[src/rtl/spm_ctrl_pkg.sv]
// Shared encodings and bus field offsets for the scratchpad sequencer.
// Field offsets assume the default 10-bit address / 32-bit data scratchpad.
package spm_ctrl_pkg;

    localparam int unsigned SpmAW = 10;
    localparam int unsigned SpmDW = 32;

    localparam int unsigned ExbW       = 2 + SpmAW + SpmDW;
    localparam int unsigned ExbWen     = ExbW - 1;
    localparam int unsigned ExbRen     = ExbW - 2;
    localparam int unsigned ExbAddrLsb = SpmDW;

    localparam int unsigned InstEnLsb  = 8;
    localparam int unsigned InstSelLsb = 4;

    typedef enum logic [1:0] {
        OpLoad = 2'b00,
        OpRun  = 2'b01,
        OpFill = 2'b10,
        OpRsvd = 2'b11
    } spm_op_e;

endpackage

[src/rtl/spm_ctrl_cnt.sv]
// Loadable down-counter with zero flag; shared by the word count and the RUN cycle count.
module spm_ctrl_cnt #(
    parameter int unsigned Width = 16
) (
    input  logic             clk_i,
    input  logic             rst_ni,
    input  logic             load_i,
    input  logic [Width-1:0] load_val_i,
    input  logic             dec_i,
    output logic             zero_o
);

    logic [Width-1:0] cnt_q, cnt_d;

    always_comb begin
        cnt_d = cnt_q;
        if (load_i) begin
            cnt_d = load_val_i;
        end else if (dec_i && (cnt_q != '0)) begin
            cnt_d = cnt_q - 1'b1;
        end
    end

    always_ff @(posedge clk_i or negedge rst_ni) begin
        if (!rst_ni) begin
            cnt_q <= '0;
        end else begin
            cnt_q <= cnt_d;
        end
    end

    assign zero_o = (cnt_q == '0);

endmodule

[src/rtl/spm_ctrl.sv]
// Command sequencer for the 4-bank-group scratchpad: LOAD streams host words, RUN hands groups
// to the switch side. Define SPM_CTRL_FILL_EN to enable the zero-fill command (op 10).
module spm_ctrl
    import spm_ctrl_pkg::*;
#(
    parameter int unsigned A_W   = SpmAW,
    parameter int unsigned D_W   = SpmDW,
    parameter int unsigned LEN_W = 10,
    parameter int unsigned RUN_W = 16
) (
    input  logic               clk_i,
    input  logic               rst_ni,
    input  logic               cmd_valid_i,
    output logic               cmd_ready_o,
    input  logic [1:0]         cmd_op_i,
    input  logic [3:0]         cmd_bg_mask_i,
    input  logic [3:0]         cmd_mode_i,
    input  logic [A_W-1:0]     cmd_addr_i,
    input  logic [RUN_W-1:0]   cmd_len_i,
    input  logic               wr_valid_i,
    output logic               wr_ready_o,
    input  logic [D_W-1:0]     wr_data_i,
    output logic [11:0]        inst_o,
    output logic [A_W+D_W+1:0] ex_bus_o,
    output logic               busy_o,
    output logic               done_o
);

    typedef enum logic [1:0] {StIdle, StLoad, StRun, StFill} state_e;

    state_e               state_q, state_d;
    logic [3:0]           mask_q, mask_d;
    logic [3:0]           mode_q, mode_d;
    logic [A_W-1:0]       addr_q, addr_d;
    logic [A_W+D_W+1:0]   ex_q, ex_d;
    logic                 done_q, done_d;

    logic                 accept;
    logic                 go_words, go_run;
    logic [LEN_W-1:0]     len_lo;
    logic                 cnt_load, cnt_dec, cnt_zero;
    logic [RUN_W-1:0]     cnt_load_val;

    assign cmd_ready_o = (state_q == StIdle) && rst_ni;
    assign wr_ready_o  = (state_q == StLoad);
    assign accept      = cmd_valid_i && cmd_ready_o;
    assign len_lo      = cmd_len_i[LEN_W-1:0];
    assign go_words    = (cmd_bg_mask_i != '0) && (len_lo != '0);
    assign go_run      = (cmd_bg_mask_i != '0) && (cmd_len_i != '0);

    // Counter holds remaining-minus-one so the zero flag marks the final beat.
    assign cnt_load_val = (spm_op_e'(cmd_op_i) == OpRun) ? cmd_len_i - 1'b1
                                                         : RUN_W'(len_lo) - 1'b1;

    always_comb begin
        state_d  = state_q;
        mask_d   = mask_q;
        mode_d   = mode_q;
        addr_d   = addr_q;
        ex_d     = '0;
        done_d   = 1'b0;
        cnt_load = 1'b0;
        cnt_dec  = 1'b0;
        inst_o   = '0;

        unique case (state_q)
            StIdle: begin
                if (accept) begin
                    mask_d   = cmd_bg_mask_i;
                    mode_d   = cmd_bg_mask_i & cmd_mode_i;
                    addr_d   = cmd_addr_i;
                    cnt_load = 1'b1;
                    case (spm_op_e'(cmd_op_i))
                        OpLoad: begin
                            if (go_words) state_d = StLoad;
                            else          done_d  = 1'b1;
                        end
                        OpRun: begin
                            if (go_run) state_d = StRun;
                            else        done_d  = 1'b1;
                        end
                        OpFill: begin
`ifdef SPM_CTRL_FILL_EN
                            if (go_words) state_d = StFill;
                            else          done_d  = 1'b1;
`else
                            done_d = 1'b1;
`endif
                        end
                        default: done_d = 1'b1;
                    endcase
                end
            end
            StLoad, StFill: begin
                inst_o[InstEnLsb +: 4] = mask_q;
                inst_o[3:0]            = mode_q;
                if (state_q == StFill || wr_valid_i) begin
                    ex_d[ExbWen]              = 1'b1;
                    ex_d[ExbRen]              = 1'b0;
                    ex_d[ExbAddrLsb +: A_W]   = addr_q;
                    ex_d[D_W-1:0]             = (state_q == StFill) ? '0 : wr_data_i;
                    addr_d                    = addr_q + 1'b1;
                    if (cnt_zero) begin
                        state_d = StIdle;
                        done_d  = 1'b1;
                    end else begin
                        cnt_dec = 1'b1;
                    end
                end
            end
            StRun: begin
                inst_o[InstEnLsb +: 4]  = mask_q;
                inst_o[InstSelLsb +: 4] = mask_q;
                inst_o[3:0]             = mode_q;
                if (cnt_zero) begin
                    state_d = StIdle;
                    done_d  = 1'b1;
                end else begin
                    cnt_dec = 1'b1;
                end
            end
        endcase
    end

    always_ff @(posedge clk_i or negedge rst_ni) begin
        if (!rst_ni) begin
            state_q <= StIdle;
            mask_q  <= '0;
            mode_q  <= '0;
            addr_q  <= '0;
            ex_q    <= '0;
            done_q  <= 1'b0;
        end else begin
            state_q <= state_d;
            mask_q  <= mask_d;
            mode_q  <= mode_d;
            addr_q  <= addr_d;
            ex_q    <= ex_d;
            done_q  <= done_d;
        end
    end

    spm_ctrl_cnt #(
        .Width (RUN_W)
    ) u_cnt (
        .clk_i      (clk_i),
        .rst_ni     (rst_ni),
        .load_i     (cnt_load),
        .load_val_i (cnt_load_val),
        .dec_i      (cnt_dec),
        .zero_o     (cnt_zero)
    );

    assign ex_bus_o = ex_q;
    assign done_o   = done_q;
    assign busy_o   = (state_q != StIdle);

endmodule

[config.mk]
export PLATFORM = sky130hd
export DESIGN_NAME = spm_ctrl
export DESIGN_NICKNAME = d
export VERILOG_FILES = /design/src/rtl/spm_ctrl_pkg.sv /design/src/rtl/spm_ctrl_cnt.sv /design/src/rtl/spm_ctrl.sv
export SDC_FILE = /design/constraint.sdc
export NUM_CORES = 1
export LEC_CHECK = 0
export ABC_CLOCK_PERIOD_IN_PS = 2500
export CAP_MARGIN = 20
export CORE_MARGIN = 8
export CORE_UTILIZATION = 46
export CTS_BUF_LIST = sky130_fd_sc_hd__clkbuf_4 sky130_fd_sc_hd__clkbuf_8 sky130_fd_sc_hd__clkbuf_16
export DETAILED_ROUTE_END_ITERATION = 7
export HOLD_SLACK_MARGIN = 0.03
export PLACE_DENSITY_LB_ADDON = 0.25
export REMOVE_ABC_BUFFERS = 1
export SLEW_MARGIN = 20
export SYNTH_ARGS = -nofsm -noshare
export SYNTH_HDL_FRONTEND = slang
export SYNTH_SLANG_ARGS = --single-unit
[constraint.sdc]
create_clock -name clk_i -period 2.5 [get_ports clk_i]
set_input_delay 0.625 -clock clk_i [delete_from_list [all_inputs] [get_ports clk_i]]
set_output_delay 0.625 -clock clk_i [all_outputs]
set_load 0.02 [all_outputs]
==> results.md, run 1 <==
- Top FF cell, synth: dfrtp_1
- Slew @ Worst Pin: between 0.6 and 0.7 ns
- Yosys cell types: roughly 50
- Synthesized instance count: between 300 and 400
- CTS Sinks: 80
- Synth area leader: dfrtp_1
- Core area: 8180 µm²
- Row count: 33
- WL final: about 11 mm
- Static Leak: approximately 2.6 nW
- RD Place Congestion: between 0.9 and 1
- CTS tree: yes
- Post-CTS Resized: 4
- Hold buffers post-CTS: 0
- Required @ worst endpoint: 1.88 ns
- Inserted Clock Buffers: 9
- Total power: ~5.4 mW
- Final setup viols: 0
- Max-cap viol count: 0
- # nets final: about 630
- First-pass GRT wire length: between 15 and 20 mm
- Critical path fanouts, max: 6
- Vias in the first global route: roughly 3400
- Clock latency at the later pin of the worst-skew pair: ~0.35 ns
- Mapped Area: just under 4000 µm²
- I/O Buffers: 130
- Clk slew on worst S/H paths: about 0.08 ns
- Final hold vios: 0
- Die Area: ~12000 µm²
- Fin. max-slew vios: 0
- Critical path endpoint category: primary output
- Critical path type: register to primary output
- Via Count: between 3000 and 4000
- Design area: about 5700 µm²
- Initial antenna violation count: 0
- Initial Utilization: between 40% and 50%
- Die W: approximately 110 µm
- Setup WS post-layout: slightly above 0.1 ns
- Seq/Total Area, Yosys: 51.8%
- RSZ-0062 raised after global routing: no
- Crit start category: register
- Syn_area_per_cell: ~9.8 µm²
- Peak VDD IR: approximately 0.36 mV
- Count leader, synth: dfrtp_1
- Skew final: 0.0102 ns
- Hold Path Class: primary input to asynchronous set/reset pin
- Antenna Nets Post-Route: 0
- Largest net degree at the start of global routing: 47
- Period utilization: about 96%
- Total GRT Usage: between 10% and 20%
- Layout Area Growth over Synthesis: 47.6%
- Clock Path Buffers: 2
- # IOs: approximately 130
- Post-CTS setup buffer count: 0
- # H-tree levels: 3
- Die span in y: ~110 µm
- WL/cell: about 17 µm
- Diode count: 0
- Share of layout cells above drive strength 1: roughly an eighth
- Residual DRC count: 0
- Top-area cell type share of the netlist area: roughly half
- Final min period: 2.40 ns
- Synthesized flop and latch total: 80
- Clock root buffer: clkbuf_8
- Crit path arrival time: approximately 1.8 ns
- PwrDens: roughly 950 nW/µm²
- Top cells by area, synth: dfrtp_1 (52%), and3_1 (5.3%), nand2_1 (3.6%), xnor2_1 (2.9%), nand3_1 (2.7%)
- Max frequency: around 420 MHz
- Overflow after GRT: 0
- Placed Instance Area: roughly 5500 µm²
- Most frequent cells after synthesis: dfrtp_1 (80), nand2_1 (37), and3_1 (33), nor2_1 (22), nand3_1 (21)
- HPWL after DPL: slightly below 9 mm
- Reg2reg path depth: 7
- Yosys warnings: 0
- Async SR Flop Fraction: 100%
- DR pass1 iterations: 4
- Slew headroom: about three fifths
- Post-synth EDFFs: 0
- Post-Place Worst Slack: -0.0589 ns
- DR vias/cell: ~5.3
- Initial drt markers: about 120
- Outcome: complete, no violations
-- power by group --
part / total [mW] / switching, mW / internal [mW] / leakage, nW
Combinational: 2.44 / 1.26 / 1.18 / 1.52
Clock: 0.910 / 0.458 / 0.452 / 0.0948
Sequential: 2.08 / 0.343 / 1.74 / 1.01
Total: 5.43 / 2.06 / 3.37 / 2.62
-- stage by stage --
stage	util [%]	hold slack (ns)	cells	TNS [ns]
after global placement	67.4	0.441	643	-0.0107
after CTS	69.7	0.240	658	0
after global routing	69.8	0.245	658	0
final	69.8	0.240	658	0
after detailed placement	67.4	0.447	643	-0.148
after floorplan	-	0.329	370	-25.95
-- placed cells by master (no fill, tap or decap), types with 3 or more instances in the layout --
cell	instances
nor2_1	21
nor2b_1	12
inv_1	8
dlymetal6s2s_1	3
and3_1	33
o21ai_0	17
nand4_1	3
nand2b_1	3
ha_1	4
o22ai_1	9
o41ai_1	3
a21oi_1	17
nor3_1	13
nand3_1	21
clkdlybuf4s50_1	124
clkinv_2	3
nand2_1	37
and2_1	15
clkbuf_8	9
a22oi_1	3
xnor2_1	13
mux2i_1	9
nor4_1	6
dfrtp_1	79
buf_4	38
xor2_1	3
or3_1	7
-- area by class of cell --
cell class                      instances  area (µm²)
Clock buffer                            9         124
Clock inverter                          6        61.3
Fill cell                             642        2470
Inverter                                8        30.0
Multi-Input combinational cell        282        1750
Sequential cell                        80        2000
Tap cell                              105         131
Timing Repair Buffer                  168        1600
-- worst paths after layout --
kind                                       startpoint                    endpoint  slack, ns
hold / removal                                 rst_ni       addr_q[5]$_DFFE_PN0P_       0.24
hold reg to reg                 mode_q[0]$_DFFE_PN0P_       mode_q[0]$_DFFE_PN0P_       0.46
setup / recovery               state_q[0]$_DFFE_PN0P_                  inst_o[11]       0.10
setup reg to reg           u_cnt.cnt_q[0]$_DFFE_PN0P_  u_cnt.cnt_q[0]$_DFFE_PN0P_       0.20
max in group asynchronous                      rst_ni       ex_bus_o[3]$_DFF_PN0_       1.72
min in group clk_i              mode_q[0]$_DFFE_PN0P_       mode_q[0]$_DFFE_PN0P_       0.46
-- flip-flops by register name (all words and copies together) (netlist names) --
register	count
done_o	1
ex_bus_o	43
mode_q	4
mask_q	4
state_q	2
u_cnt.cnt_q	16
addr_q	10
-- logic make-up (layout without fill, tap and decap cells) --
logic type	count (synthesis)	count (layout)	share of synthesized area, %
xor gates and xnor gates	16	16	3.63
other	1	1	0.0971
DFF	80	80	51.8
AOI/OAI and AO/OA	64	64	10.2
adders and majority gates	4	4	1.30
and+or+nand+nor	186	186	26.7
muxes	11	11	2.91
buffers and inverters	32	191	3.34
-- routing by layer --
metal  GRT usage, %  vias up  part of all wire (%)
li1               -     1699                     -
met1           22.9     1643                    42
met4           7.53        0                   1.9
met3           3.77       13                   6.0
met2           33.9      102                    50
met5              0        -                     0
-- worst max-delay path, cell delays in order, from the launching register on --
cell	delay [ns]
dfrtp_1	0.44
nor2_2	0.08
buf_4	0.16
nor2b_1	0.12
clkdlybuf4s50_1	0.63
Power figures use the tool's default switching activity.
==> run 2: changes to the inputs <==
Settings changed: CORE_UTILIZATION 46 to 47, CTS_BUF_LIST sky130_fd_sc_hd__clkbuf_4 sky130_fd_sc_hd__clkbuf_8 sky130_fd_sc_hd__clkbuf_16 to sky130_fd_sc_hd__clkbuf_8.
==> run 2 against run 1 <==
  * Worst setup slack worse by 0.027 ns
  * Combinational power hardly changed
  * Sequential share of layout area is 0.43 points lower
  * Clock skew is 0.0012 ns lower
  * Global-route usage is 1.5 points higher
  * Routed wire length is 6.4% higher
  * Flip-flop and latch count stayed put
  * Critical path depth is 1 lower
  * Clock power is 30% higher
  * Critical endpoint is now inst_o[5]
  * Largest cell class unchanged
==> results.md, run 2 (same netlist as run 1, synthesis figures left out) <==
- Design area: between 5000 and 6000 µm²
- Row count: 33
- CTS tree: yes
- Placed Instance Area: 5520 µm²
- RD Place Congestion: around 0.91
- Via Count: between 3000 and 4000
- Initial drt markers: slightly below 200
- Crit path arrival time: about 1.8 ns
- Initial Utilization: 47.7%
- Fin. max-slew vios: 0
- CTS Sinks: 80
- R2r startpoint: u_cnt.cnt_q[0]$_DFFE_PN0P_
- Total GRT Usage: a little over a fifth
- Outcome: complete, no violations
- R2R Setup Slk: between 0.2 and 0.25 ns
- Overflow after GRT: 0
- Sequential share of power: between 30% and 40%
- Clock root buffer: clkbuf_8
- # IOs: around 130
- Critical path type: register to primary output
- Diode count: 0
- Internal: roughly 3.6 mW
- Crit path from: state_q[1]$_DFFE_PN0P_
- I/O Buffers: between 100 and 150
- DR pass1 iterations: 6
- Clock latency at the later pin of the worst-skew pair: about 0.34 ns
- Clock Path Buffers: 2
- Max-cap viol count: 0
- Max frequency: between 400 and 500 MHz
- Final min period: ~2.4 ns
- Hold Path Class: primary input to asynchronous set/reset pin
- # H-tree levels: 3
- WL/cell: between 15 and 20 µm
- Layout Area Growth over Synthesis: 49.4%
- Crit-path slowest cell: clkdlybuf4s50_1
- Largest net degree at the start of global routing: 72
- Sw frac: between 30% and 40%
- Comb power frac: a little over two fifths
- FF-to-FF End: u_cnt.cnt_q[3]$_DFFE_PN0P_
- Reg2reg path depth: 8
- Inserted Clock Buffers: 9
- RSZ-0062 raised after global routing: no
- Clk slew on worst S/H paths: around 0.09 ns
- Critical path fanouts, max: 5
- Clock Power Share: between 20% and 30%
- Fill count: between 600 and 700
- Share of layout cells above drive strength 1: 12.3%
- # nets final: 626
- Peak VDD IR: 0.454 mV
- DR vias/cell: approximately 5.5
- Worst path bufs/invs: 1
- PwrDens: 991 nW/µm²
- Crit-path leading delay family: buffers and inverters
- First-pass GRT wire length: 19.0 mm
- Skew final: roughly 0.0090 ns
- Static Leak: 2.60 nW
- Crit start category: register
- Die Area: 11400 µm²
- CP Cell Sequence: nor2b_2 -> and2_1 -> clkdlybuf4s50_1
- Initial antenna violation count: 0
- Fin util: 71.4%
- Residual DRC count: 0
- Smallest hold slack: about 0.23 ns
- Critical path endpoint category: primary output
- Die span in y: between 100 and 150 µm
- Final setup viols: 0
- Net Sw Power: about 2.1 mW
- Final hold vios: 0
- Period utilization: 96.9%
- Slew headroom: 40.9%
- Core area: around 8100 µm²
- Die W: 107 µm
- Vias in the first global route: between 3000 and 4000
- Slew @ Worst Pin: approximately 0.9 ns
- Antenna Nets Post-Route: 0
- Most frequent cells in the layout: clkdlybuf4s50_1 (129), dfrtp_1 (79), buf_4 (39)
- Max incr delay on CP: between 0.6 and 0.7 ns
- WL final: between 10 and 15 mm
- Critical Path Stages: 3
- HPWL after DPL: approximately 9.1 mm
- Most common cell after layout, fill and taps aside: clkdlybuf4s50_1
- Required @ worst endpoint: around 1.9 ns
- Largest register FFs: 43
[run 2: power by group through the flow]
stage | Sequential, mW | Clock (mW) | Combinational (mW)
2_1_floorplan | 2.24 | 0 | 1.17
3_3_place_gp | 2.08 | 0 | 2.40
3_5_place_dp | 2.10 | 0 | 2.46
4_1_cts | 2.08 | 1.20 | 2.48
5_1_grt | 2.15 | 1.26 | 2.68
6_report | 2.09 | 1.18 | 2.46
[run 2: worst max path at each step]
stage | end | slack, ns
floorplan | addr_q[8]$_DFFE_PN0P_ | -1.13
global placement | done_o$_DFF_PN0_ | -0.06
detailed placement | done_o$_DFF_PN0_ | -0.11
CTS | inst_o[1] | 0.007
global route | inst_o[4] | 0.02
finish | inst_o[5] | 0.08
[run 2: per-layer routing]
layer	GRT usage, %	share of wire (%)	wire length (µm)
met5	0	0	0
met2	37.2	52	6170
met3	4.02	6.8	811
met1	24.9	39	4660
met4	6.63	2.0	233
[run 2: stage by stage]
stage	TNS [ns]	total power [mW]	std cells	setup WS (ns)
after detailed placement	-0.233	4.56	644	-0.108
final	0	5.72	660	0.0765
after global placement	-0.110	4.48	644	-0.0602
after floorplan	-25.95	3.41	370	-1.13
after global routing	0	6.09	660	0.0154
after CTS	0	5.76	660	0.00688
[run 2: timing repair]
item	CTS	global route
hold buffers	0	0
endpoints found under the hold margin	0	0
resized for setup	1	2
setup endpoints to repair	4	12
pin swaps	0	0
buffers inserted	0	0
[run 2: cell type report]
| type | instances | area (µm²) | share of cell area, % |
|---|---|---|---|
| flip-flops and latches | 80 | 2000 | 34.7 |
| multi-input cells | 282 | 1750 | 30.4 |
| repair buffers | 169 | 1600 | 27.8 |
| clock buffers | 10 | 138 | 2.38 |
| well taps | 105 | 131 | 2.28 |
| clock inverters | 6 | 115 | 1.99 |
| inverters | 8 | 30.0 | 0.520 |
[run 2: worst reg2reg max path: stages, from the launching register on]
cell and delay [ns]:
dfrtp_1 0.38, inv_1 0.11, ha_1 0.23, or3b_1 0.49, nor4b_4 0.31, buf_4 0.21, a21oi_1 0.08, a211oi_1 0.31
a31oi_1 0.07
==> run 3: changes to the inputs <==
Settings changed: CORE_MARGIN 8 to 2.
==> run 3 against run 2 <==
  * Critical path type unchanged
  * Hold slack got worse by 0.11 ns
  * Global-route usage increased by 4.0 points
  * Clock skew decreased by 0.0017 ns
  * Worst setup slack improved by 0.011 ns
  * Critical endpoint is now inst_o[6]
  * Total power decreased by 2.4%
  * First-iteration DRC count decreased by 44%
  * Design area decreased by 1.0%
==> results.md, run 3 (same netlist as run 1, synthesis figures left out) <==
- Die W: roughly 95 µm
- Design area: roughly 5700 µm²
- Hold Path Class: primary input to asynchronous set/reset pin
- Total power: around 5.6 mW
- RSZ-0062 raised after global routing: no
- Crit-path slowest cell: clkdlybuf4s50_1
- Max frequency: 414 MHz
- # IOs: roughly 130
- First-pass GRT wire length: 16.9 mm
- Period utilization: between 90 and 100%
- WL final: between 10 and 15 mm
- Initial Utilization: between 40% and 50%
- Sequential share of power: 37.2%
- Peak VDD IR: 0.345 mV
- Most frequent cells in the layout: clkdlybuf4s50_1 (128), dfrtp_1 (80), nand2_1 (37)
- Clk slew on worst S/H paths: 0.09 ns
- Antenna Nets Post-Route: 0
- Net Sw Power: 2.11 mW
- WL/cell: about 17 µm
- Diode count: 0
- Share of layout cells above drive strength 1: ~11%
- Slew headroom: between 50% and 60%
- Critical path type: register to primary output
- Sw frac: 37.7%
- Layout Area Growth over Synthesis: 48.0%
- Outcome: complete, no violations
- Initial antenna violation count: 0
- Clock Power Share: a little under a fifth
- Total GRT Usage: around a quarter
- Critical path fanouts, max: 4
- DR vias/cell: approximately 5.3
- Finished Layout Cells: approximately 660
- Die span in y: approximately 95 µm
- Fill count: 636
- R2r startpoint: u_cnt.cnt_q[0]$_DFFE_PN0P_
- Comb power frac: a little over two fifths
- CP Cell Sequence: nor2b_2 -> and2_1 -> clkdlybuf4s50_1
- Final hold vios: 0
- Clock latency at the later pin of the worst-skew pair: around 0.35 ns
- Fin. max-slew vios: 0
- Post-CTS setup buffer count: 0
- Required @ worst endpoint: between 1.5 and 2 ns
- CTS Sinks: 80
- Row count: 33
- Residual DRC count: 0
- Core area: between 8000 and 9000 µm²
- Slew @ Worst Pin: 0.723 ns
- Largest register FFs: between 40 and 50
- Initial drt markers: 110
- Via Count: between 3000 and 4000
- Placed Instance Area: between 5000 and 6000 µm²
- Clock Path Buffers: 2
- Internal: roughly 3.5 mW
- Skew final: between 0.007 and 0.008 ns
- PwrDens: slightly below 1000 nW/µm²
- # H-tree levels: 3
- Overflow after GRT: 0
- HPWL after DPL: about 8.3 mm
- Inserted Clock Buffers: 9
- Crit path arrival time: around 1.8 ns
- # nets final: roughly 620
- Crit start category: register
- Hold buffers post-CTS: 0
- CTS tree: yes
- DR pass1 iterations: 4
- Most common cell after layout, fill and taps aside: clkdlybuf4s50_1
- Crit-path leading delay family: buffers and inverters
- Max incr delay on CP: between 0.6 and 0.7 ns
- Fin util: 70.6%
- Clock root buffer: clkbuf_8
- RD Place Congestion: 0.857
- Worst path bufs/invs: 1
- Largest net degree at the start of global routing: 60
- Critical path endpoint category: primary output
- Crit path from: state_q[1]$_DFFE_PN0P_
- Placed insts: 641
- Vias in the first global route: around 3400
- Max-cap viol count: 0
- I/O Buffers: 130
- Die Area: between 8000 and 9000 µm²
- Static Leak: about 2.6 nW
- Final setup viols: 0
- Final min period: between 2 and 2.5 ns
==> run 3: metrics by stage <==
stage               hold slack (ns)  setup TNS [ns]  setup WS (ns)
floorplan                     0.329          -25.95          -1.13
global placement              0.442          -0.122        -0.0499
detailed placement            0.450          -0.168        -0.0537
CTS                           0.107               0         0.0423
global route                  0.110               0         0.0227
finish                        0.112               0         0.0872
==> run 3: area by class of cell <==
type | instances | area, µm² | share of cell area, %
Sequential cell | 80 | 2000 | 35.0
Multi-Input combinational cell | 282 | 1750 | 30.7
Timing Repair Buffer | 166 | 1580 | 27.6
Tap cell | 105 | 131 | 2.30
Clock buffer | 9 | 124 | 2.17
Clock inverter | 7 | 96.3 | 1.69
Inverter | 8 | 30.0 | 0.525
==> run 3: power groups by stage <==
stage | combinational (mW) | clock (mW) | sequential (mW)
6_report | 2.46 | 1.05 | 2.08
5_1_grt | 2.68 | 1.13 | 2.13
4_1_cts | 2.47 | 1.07 | 2.07
3_5_place_dp | 2.45 | 0 | 2.10
3_3_place_gp | 2.39 | 0 | 2.07
2_1_floorplan | 1.17 | 0 | 2.24
==> run 3: final timing paths <==
| check | end | slack, ns | cells past startpoint |
|---|---|---|---|
| setup / recovery | inst_o[6] | 0.09 | 3 |
| hold / removal | mode_q[3]$_DFFE_PN0P_ | 0.11 | 1 |
| setup reg to reg | u_cnt.cnt_q[0]$_DFFE_PN0P_ | 0.24 | 7 |
| hold reg to reg | mode_q[1]$_DFFE_PN0P_ | 0.47 | 2 |
| max in group asynchronous | ex_bus_o[15]$_DFF_PN0_ | 1.43 | 2 |
| min in group clk_i | mode_q[1]$_DFFE_PN0P_ | 0.47 | 2 |
==> run 3: routing by layer <==
| metal | routed length (µm) | vias up | global-route usage (%) |
|---|---|---|---|
| met4 | 329 | 0 | 10.7 |
| met5 | 0 | - | 0 |
| met3 | 714 | 24 | 5.27 |
| met2 | 5520 | 133 | 42.8 |
| li1 | - | 1696 | - |
| met1 | 4370 | 1623 | 30.2 |
==> run 3: what timing repair did <==
action                                  4_1_cts  5_1_grt
gates resized for setup                       2        1
endpoints found under the setup margin        2        8
hold endpoints to repair                      0        0
